$ cat src/rtl/voice_allocator_if.sv
// voice_allocator_if: note gate/phase inputs and per-voice outputs of the voice allocator
// master drives phase_in/gate_in and observes the voice outputs; slave is the allocator side.
interface voice_allocator_if #(
  parameter int ADDR_WIDTH  = 8,
  parameter int PHASE_WIDTH = 32,
  parameter int NUM_NOTES   = 24,
  parameter int NUM_VOICES  = 8
);
  localparam int NW = $clog2(NUM_NOTES);
  localparam int CW = $clog2(NUM_VOICES + 1);
  logic [NUM_NOTES-1:0][PHASE_WIDTH-1:0] phase_in;
  logic [NUM_NOTES-1:0]                  gate_in;
  logic [NUM_VOICES-1:0][ADDR_WIDTH-1:0] addr_out;
  logic [NUM_VOICES-1:0]                 voice_valid_out;
  logic [NUM_VOICES-1:0][NW-1:0]         voice_note_out;
  logic [NUM_VOICES-1:0]                 voice_start_out;
  logic [NUM_NOTES-1:0]                  note_active_out;
  logic [CW-1:0]                         num_voices_out;
  logic                                  dropped_out;
  modport master (
    output phase_in, gate_in,
    input  addr_out, voice_valid_out, voice_note_out, voice_start_out,
           note_active_out, num_voices_out, dropped_out
  );
  modport slave (
    input  phase_in, gate_in,
    output addr_out, voice_valid_out, voice_note_out, voice_start_out,
           note_active_out, num_voices_out, dropped_out
  );
endinterface

$ cat src/rtl/voice_allocator.sv
// voice_allocator: maps NUM_NOTES note gates onto NUM_VOICES slots, stealing the oldest when full
// Ports: clk_in clock, rst_n_in async active-low reset, bus (slave): phase_in/gate_in per note in;
// addr_out, voice_valid_out, voice_note_out, voice_start_out per voice, note_active_out per note,
// num_voices_out popcount of valid slots, dropped_out refusal pulse.
module voice_allocator #(
  parameter int ADDR_WIDTH  = 8,
  parameter int PHASE_WIDTH = 32,
  parameter int NUM_NOTES   = 24,
  parameter int NUM_VOICES  = 8,
  parameter int AGE_WIDTH   = 16,
  parameter bit STEAL_EN    = 1'b1
) (
  input logic clk_in,
  input logic rst_n_in,
  voice_allocator_if.slave bus
);
  localparam int NW = $clog2(NUM_NOTES);
  localparam int CW = $clog2(NUM_VOICES + 1);
  localparam int VW = NUM_VOICES > 1 ? $clog2(NUM_VOICES) : 1;
  logic [NW-1:0] ptr;
  logic [NUM_VOICES-1:0] valid, valid_n, start, start_n;
  logic [NUM_VOICES-1:0][NW-1:0] note, note_n;
  logic [NUM_VOICES-1:0][AGE_WIDTH-1:0] age, age_n;
  logic [NUM_VOICES-1:0][ADDR_WIDTH-1:0] addr, addr_n;
  logic [NUM_NOTES-1:0] active, active_n, stolen, stolen_n;
  logic [CW-1:0] num, num_n;
  logic drop, drop_n, g, a, s, hit;
  logic [VW-1:0] fi, vi, ri;
  logic [AGE_WIDTH-1:0] best;
  always_comb begin
    g = bus.gate_in[ptr];
    a = active[ptr];
    s = stolen[ptr];
    valid_n = valid;
    note_n = note;
    start_n = '0;
    active_n = active;
    stolen_n = stolen;
    drop_n = 1'b0;
    fi = '0;
    vi = '0;
    ri = '0;
    hit = 1'b0;
    best = '0;
    // descending scan so the last hit is the lowest free index
    for (int i = NUM_VOICES - 1; i >= 0; i--) if (!valid[i]) fi = VW'(i);
    // strict compare keeps the lowest index on equal ages
    for (int i = 0; i < NUM_VOICES; i++)
      if (age[i] > best) begin
        best = age[i];
        vi = VW'(i);
      end
    for (int i = 0; i < NUM_VOICES; i++)
      if (valid[i] && note[i] == ptr) begin
        hit = 1'b1;
        ri = VW'(i);
      end
    if (g && !a && !s) begin
      if (!(&valid)) begin
        valid_n[fi] = 1'b1;
        note_n[fi] = ptr;
        start_n[fi] = 1'b1;
        active_n[ptr] = 1'b1;
      end else if (STEAL_EN) begin
        stolen_n[note[vi]] = 1'b1;
        active_n[note[vi]] = 1'b0;
        note_n[vi] = ptr;
        start_n[vi] = 1'b1;
        active_n[ptr] = 1'b1;
      end else drop_n = 1'b1;
    end else if (!g && a && hit) begin
      valid_n[ri] = 1'b0;
      active_n[ptr] = 1'b0;
    end
    if (!g) stolen_n[ptr] = 1'b0;
    num_n = '0;
    for (int i = 0; i < NUM_VOICES; i++) begin
      age_n[i] = (!valid_n[i] || start_n[i]) ? '0 : (&age[i] ? age[i] : age[i] + 1'b1);
      addr_n[i] = valid_n[i] ? bus.phase_in[note_n[i]][PHASE_WIDTH-1 -: ADDR_WIDTH] : '0;
      num_n = num_n + CW'(valid_n[i]);
    end
  end
  always_ff @(posedge clk_in or negedge rst_n_in)
    if (!rst_n_in) begin
      ptr <= '0;
      valid <= '0;
      note <= '0;
      start <= '0;
      age <= '0;
      addr <= '0;
      active <= '0;
      stolen <= '0;
      num <= '0;
      drop <= 1'b0;
    end else begin
      ptr <= ptr == NW'(NUM_NOTES - 1) ? '0 : ptr + 1'b1;
      valid <= valid_n;
      note <= note_n;
      start <= start_n;
      age <= age_n;
      addr <= addr_n;
      active <= active_n;
      stolen <= stolen_n;
      num <= num_n;
      drop <= drop_n;
    end
  assign bus.addr_out = addr;
  assign bus.voice_valid_out = valid;
  assign bus.voice_note_out = note;
  assign bus.voice_start_out = start;
  assign bus.note_active_out = active;
  assign bus.num_voices_out = num;
  assign bus.dropped_out = drop;
endmodule

$ cat src/flat_wrapper.sv
// flat-port wrapper written by rule: the top's interface ports become plain ports
module voice_allocator_flat 
#(
  parameter int ADDR_WIDTH  = 8,
  parameter int PHASE_WIDTH = 32,
  parameter int NUM_NOTES   = 24,
  parameter int NUM_VOICES  = 8,
  parameter int AGE_WIDTH   = 16,
  parameter bit STEAL_EN    = 1'b1
)
  (clk_in, rst_n_in, bus_phase_in, bus_gate_in, bus_addr_out, bus_voice_valid_out, bus_voice_note_out, bus_voice_start_out, bus_note_active_out, bus_num_voices_out, bus_dropped_out);
  voice_allocator_if #(.ADDR_WIDTH(ADDR_WIDTH), .PHASE_WIDTH(PHASE_WIDTH), .NUM_NOTES(NUM_NOTES), .NUM_VOICES(NUM_VOICES)) bus_i ();
  input logic clk_in;
  input logic rst_n_in;
  input wire logic [$bits(bus_i.phase_in)-1:0] bus_phase_in;
  input wire logic [$bits(bus_i.gate_in)-1:0] bus_gate_in;
  output wire logic [$bits(bus_i.addr_out)-1:0] bus_addr_out;
  output wire logic [$bits(bus_i.voice_valid_out)-1:0] bus_voice_valid_out;
  output wire logic [$bits(bus_i.voice_note_out)-1:0] bus_voice_note_out;
  output wire logic [$bits(bus_i.voice_start_out)-1:0] bus_voice_start_out;
  output wire logic [$bits(bus_i.note_active_out)-1:0] bus_note_active_out;
  output wire logic [$bits(bus_i.num_voices_out)-1:0] bus_num_voices_out;
  output wire logic [$bits(bus_i.dropped_out)-1:0] bus_dropped_out;
  assign bus_i.phase_in = bus_phase_in;
  assign bus_i.gate_in = bus_gate_in;
  assign bus_addr_out = bus_i.addr_out;
  assign bus_voice_valid_out = bus_i.voice_valid_out;
  assign bus_voice_note_out = bus_i.voice_note_out;
  assign bus_voice_start_out = bus_i.voice_start_out;
  assign bus_note_active_out = bus_i.note_active_out;
  assign bus_num_voices_out = bus_i.num_voices_out;
  assign bus_dropped_out = bus_i.dropped_out;
  voice_allocator #(.ADDR_WIDTH(ADDR_WIDTH), .PHASE_WIDTH(PHASE_WIDTH), .NUM_NOTES(NUM_NOTES), .NUM_VOICES(NUM_VOICES), .AGE_WIDTH(AGE_WIDTH), .STEAL_EN(STEAL_EN)) u_core (.clk_in(clk_in), .rst_n_in(rst_n_in), .bus(bus_i));
endmodule
$ cat config.mk
export PLATFORM = sky130hd
export DESIGN_NAME = voice_allocator_flat
export DESIGN_NICKNAME = d
export VERILOG_FILES = /design/src/rtl/voice_allocator_if.sv /design/src/rtl/voice_allocator.sv /design/src/flat_wrapper.sv
export SDC_FILE = /design/constraint.sdc
export NUM_CORES = 2
export LEC_CHECK = 0
export CAP_MARGIN = 10
export CORE_AREA = 2 2 370 372
export CTS_CLUSTER_SIZE = 40
export DETAILED_ROUTE_END_ITERATION = 12
export DIE_AREA = 0 0 372 374
export SYNTH_ARGS = -nofsm -noshare
export SYNTH_HDL_FRONTEND = slang
export SYNTH_SLANG_ARGS = --single-unit
$ cat constraint.sdc
create_clock -name clk_in -period 20.3 [get_ports clk_in]
set_clock_uncertainty 0.2 [all_clocks]
set_input_delay 3.045 -clock clk_in [delete_from_list [all_inputs] [get_ports clk_in]]
set_output_delay 3.045 -clock clk_in [all_outputs]
set_load 0.01 [all_outputs]
==> flow_summary.toml <==
[setup_path]
path_common_cell = "sky130_fd_sc_hd__ha_1"
worst_ep_arrival_time_ns = 19.34
r2r_setup_slack_ns = 1.23
cp_max_fo = 30
cp_data_required_time_ns = 20.58
timing.critical_path.slowest_stage_cell = "sky130_fd_sc_hd__nor4_1"
timing.setup.critical_path_class = "flop to flop"
worst_path_largest_cell_delay_ns = 0.60
critical_path_startpoint_category = "flop"
critical_path.endpoint_type = "flop"

[cts]
cts_buffers = 43
cts_tree = "built"
clk_path_buf_depth = 3
cts.root.buffer_cell = "sky130_fd_sc_hd__clkbuf_16"
deepest_level_of_the_cts_h_tree = 2
cts-hold-fix-buffers = 0
cts_sinks = 305
path_clk_slew_ns = 0.06
clock_latency_at_the_later_pin_of_the_worst_skew_pair_ns = 0.68

[power]
total_power_uw = 2022
pwr-share-comb_pct = 28.6
power_density_mw_per_mm2 = 45.67
power.share.sequential_pct = 30.2
power_leakage_uw = 0.01764
clock_power_share_pct = 41.2
worst_vdd_ir_uv = 62.85
p_sw_share_pct = 36.34
p_sw_uw = 734.8
internal_power_uw = 1287

[synth]
synthesis.nets = 5530
netlist-cell-type-count = 99
synth_top_area_share_pct = 21.45
syn_area_per_cell_um2 = 7.723
post_synth_instance_area_mm2 = 0.03559
synthTopCellsByArea = "sky130_fd_sc_hd__dfrtp_1, sky130_fd_sc_hd__mux2i_1, sky130_fd_sc_hd__nand2_1"
ys.flop_type = "sky130_fd_sc_hd__dfrtp_1"
postSynth.asyncResetShare_pct = 100.0
number_of_instances_in_the_synthesized_netlist = 4608
ys_ff_latch = 305
yosysWarnings = 0
synth-seq-area-share_pct = 21.45
synth-edff-count = 0
synthDominantAreaCellType = "sky130_fd_sc_hd__dfrtp_1"

[cells_and_area]
postLayoutCellArea_mm2 = 0.04428
most-common-layout-cells = "sky130_fd_sc_hd__nand2_1, sky130_fd_sc_hd__mux2i_1, sky130_fd_sc_hd__clkdlybuf4s50_1"
fillCellCount = 14110
final_layout_size_suffix_gt1_share_pct = 13.45
final_nets = 5796
flow.area_growth_from_synthesis_pct = 24.42
leading_cell_type_in_the_layout_fill_and_taps_excluded = "sky130_fd_sc_hd__nand2_1"

[sta]
final_critical_delay_including_setup_and_external_delays_ns = 19.07
min_period_over_period_pct = 93.93
tightest_slew_ns = 1.260
final_hold_viol_count = 0
setup_total_negative_slack_ns = 0
unrepaired_setup_endpoints_after_global_routing = "no"
timing.max_slew.rel_slack_pct = 15.73
drv_slew = 0
max_clock_freq_mhz = 52.44
finalSetupViolCount = 0

[placed_design]
placement.cell_area_mm2 = 0.04270
dpl.hpwl_mm = 150.8
port_buffers = 365
finalWeightedCongestion = 1.058

[hold_path]
timing.hold.worst.class = "flop to flop"

[routing]
drc_marker_count_from_the_first_detailed_route_iteration = 6654
route.final.wire_length_mm = 205.0
via_density = 6.281
drcViolationCount = 0
drt_first_pass_iters = 9
vias = 42100
ant_nets = 0
detail_route.wl_per_cell_um = 30.59

[global_route]
grt_start_max_net_pins = 82
grt_usage_pct = 28.37
grt_antenna_before_repair = 29
first_global_vias = 38510
globalRoute.totalOverflow = 0
grt_pass1_wl_mm = 288.6

[floorplan]
die_width_um = 372
core_mm2 = 0.1350
die_height_um = 374
rows = 135
io_pins = 943
dieArea_mm2 = 0.1391
start_util_pct = 26.37

[status]
outcome = "finished clean"

[job]
drv.max_cap_violation_count = 0
## cell families (layout without fill, tap and decap cells)
group,count (synthesis),count (layout),synth area share [%]
simple gates,1639,1639,21.54
compound gates,1189,1189,24.10
flops,305,305,21.45
other cells,1,14,0.01054
mux,554,554,17.47
buf+inv,652,952,7.411
fa+ha+maj,128,128,4.584
xor+xnor,140,140,3.445
## per-layer routing
layer  global-route usage (%)  vias up  wire length (um)
li1                         -    17770                 -
met1                    36.04    20230             76560
met2                    40.25     3306             83290
met3                    9.977      776             27910
met4                    18.38       22             17140
met5                   0.1399        -               140
## final cells by class
| cell class | instances | area, um^2 | share of cell area [%] |
|---|---|---|---|
| diodes | 13 | 32.53 | 0.07347 |
| multi-input cells | 3651 | 25510 | 57.62 |
| well taps | 1781 | 2228 | 5.032 |
| inverters | 161 | 611.8 | 1.382 |
| repair buffers | 712 | 6751 | 15.25 |
| flip-flops and latches | 305 | 7640 | 17.25 |
| clock inverters | 19 | 281.5 | 0.6358 |
| clock buffers | 60 | 1220 | 2.755 |
## final timing paths
check                                            start                                end  cells after the start
min in group asynchronous                     rst_n_in        u_core.age[109]$_DFFE_PN0P_                      1
hold / removal             u_core.stolen[12]$_DFF_PN0_        u_core.stolen[12]$_DFF_PN0_                      1
hold reg to reg            u_core.stolen[12]$_DFF_PN0_        u_core.stolen[12]$_DFF_PN0_                      1
setup / recovery             u_core.age[0]$_DFFE_PN0P_  u_core.bus.addr_out[18]$_DFF_PN0_                     74
max in group asynchronous                     rst_n_in            u_core.ptr[0]$_DFF_PN0_                      3
setup reg to reg             u_core.age[0]$_DFFE_PN0P_  u_core.bus.addr_out[18]$_DFF_PN0_                     74
## cell usage after synthesis (15+ instances only)
cell,n
sky130_fd_sc_hd__nand2_1,639
sky130_fd_sc_hd__or3_1,15
sky130_fd_sc_hd__xnor2_1,76
sky130_fd_sc_hd__o22ai_1,51
sky130_fd_sc_hd__nor2b_1,15
sky130_fd_sc_hd__ha_1,124
sky130_fd_sc_hd__o211ai_1,52
sky130_fd_sc_hd__and4_1,23
sky130_fd_sc_hd__a2111oi_0,39
sky130_fd_sc_hd__nand3_1,271
sky130_fd_sc_hd__o311ai_0,15
sky130_fd_sc_hd__o21ai_1,19
sky130_fd_sc_hd__nor3_1,65
sky130_fd_sc_hd__nand2b_1,32
sky130_fd_sc_hd__and3_1,125
sky130_fd_sc_hd__a21oi_1,171
sky130_fd_sc_hd__a21o_1,41
sky130_fd_sc_hd__buf_4,17
sky130_fd_sc_hd__a211oi_1,61
sky130_fd_sc_hd__nand4_1,61
sky130_fd_sc_hd__a311oi_1,108
sky130_fd_sc_hd__nor4b_1,18
sky130_fd_sc_hd__clkbuf_1,354
sky130_fd_sc_hd__dfrtp_1,305
sky130_fd_sc_hd__nor4_1,32
sky130_fd_sc_hd__o221ai_1,23
sky130_fd_sc_hd__a221oi_1,49
sky130_fd_sc_hd__nor2_1,293
sky130_fd_sc_hd__mux2i_1,397
sky130_fd_sc_hd__a32o_1,24
sky130_fd_sc_hd__o2111ai_1,49
sky130_fd_sc_hd__mux2_2,114
sky130_fd_sc_hd__a32oi_1,58
sky130_fd_sc_hd__buf_1,41
sky130_fd_sc_hd__buf_2,71
sky130_fd_sc_hd__o21ai_0,189
sky130_fd_sc_hd__a22oi_1,32
sky130_fd_sc_hd__mux4_2,40
sky130_fd_sc_hd__a31oi_1,78
sky130_fd_sc_hd__xor2_1,64
sky130_fd_sc_hd__inv_1,139
## sequential cells by signal (all words and copies together) (netlist names)
register,count
u_core.age,128
u_core.bus.addr_out,64
u_core.bus.note_active_out,24
u_core.bus.num_voices_out,4
u_core.bus.voice_note_out,40
u_core.bus.voice_start_out,8
u_core.bus.voice_valid_out,8
u_core.ptr,5
u_core.stolen,24
## per-stage QoR
stage	std cells	utilization, %	hold WS [ns]	worst slack [ns]
after floorplan	4608	-	0.2548	1.353
after global placement	6608	31.64	0.2734	0.8128
after detailed placement	6608	31.64	0.2800	0.7647
after CTS	6687	32.75	0.2942	0.6915
after global routing	6690	32.79	0.3065	0.04591
final	6702	32.81	0.2971	1.232
## power groups by stage
stage               registers [uW]  logic [uW]  clock network (uW)
floorplan                      622         309                   0
global placement               622         542                   0
detailed placement             622         545                   0
CTS                            611         548                 846
global route                   611         600                 870
finish                         611         578                 833
## timing repair
item / CTS / global route
resized for setup: 0 / 5
hold endpoints to repair: 0 / 0
setup endpoints to repair: 0 / 91
buffers inserted: 0 / 2
## critical path, delay by kind of cell, from the launching register on
family / cells / cell delay (ns)
buf+inv: 10 / 1.70
flops: 1 / 0.44
simple gates: 17 / 4.08
fa+ha+maj: 8 / 2.20
mux: 7 / 2.19
compound gates: 32 / 8.08
(Power assumes the default switching activity.)
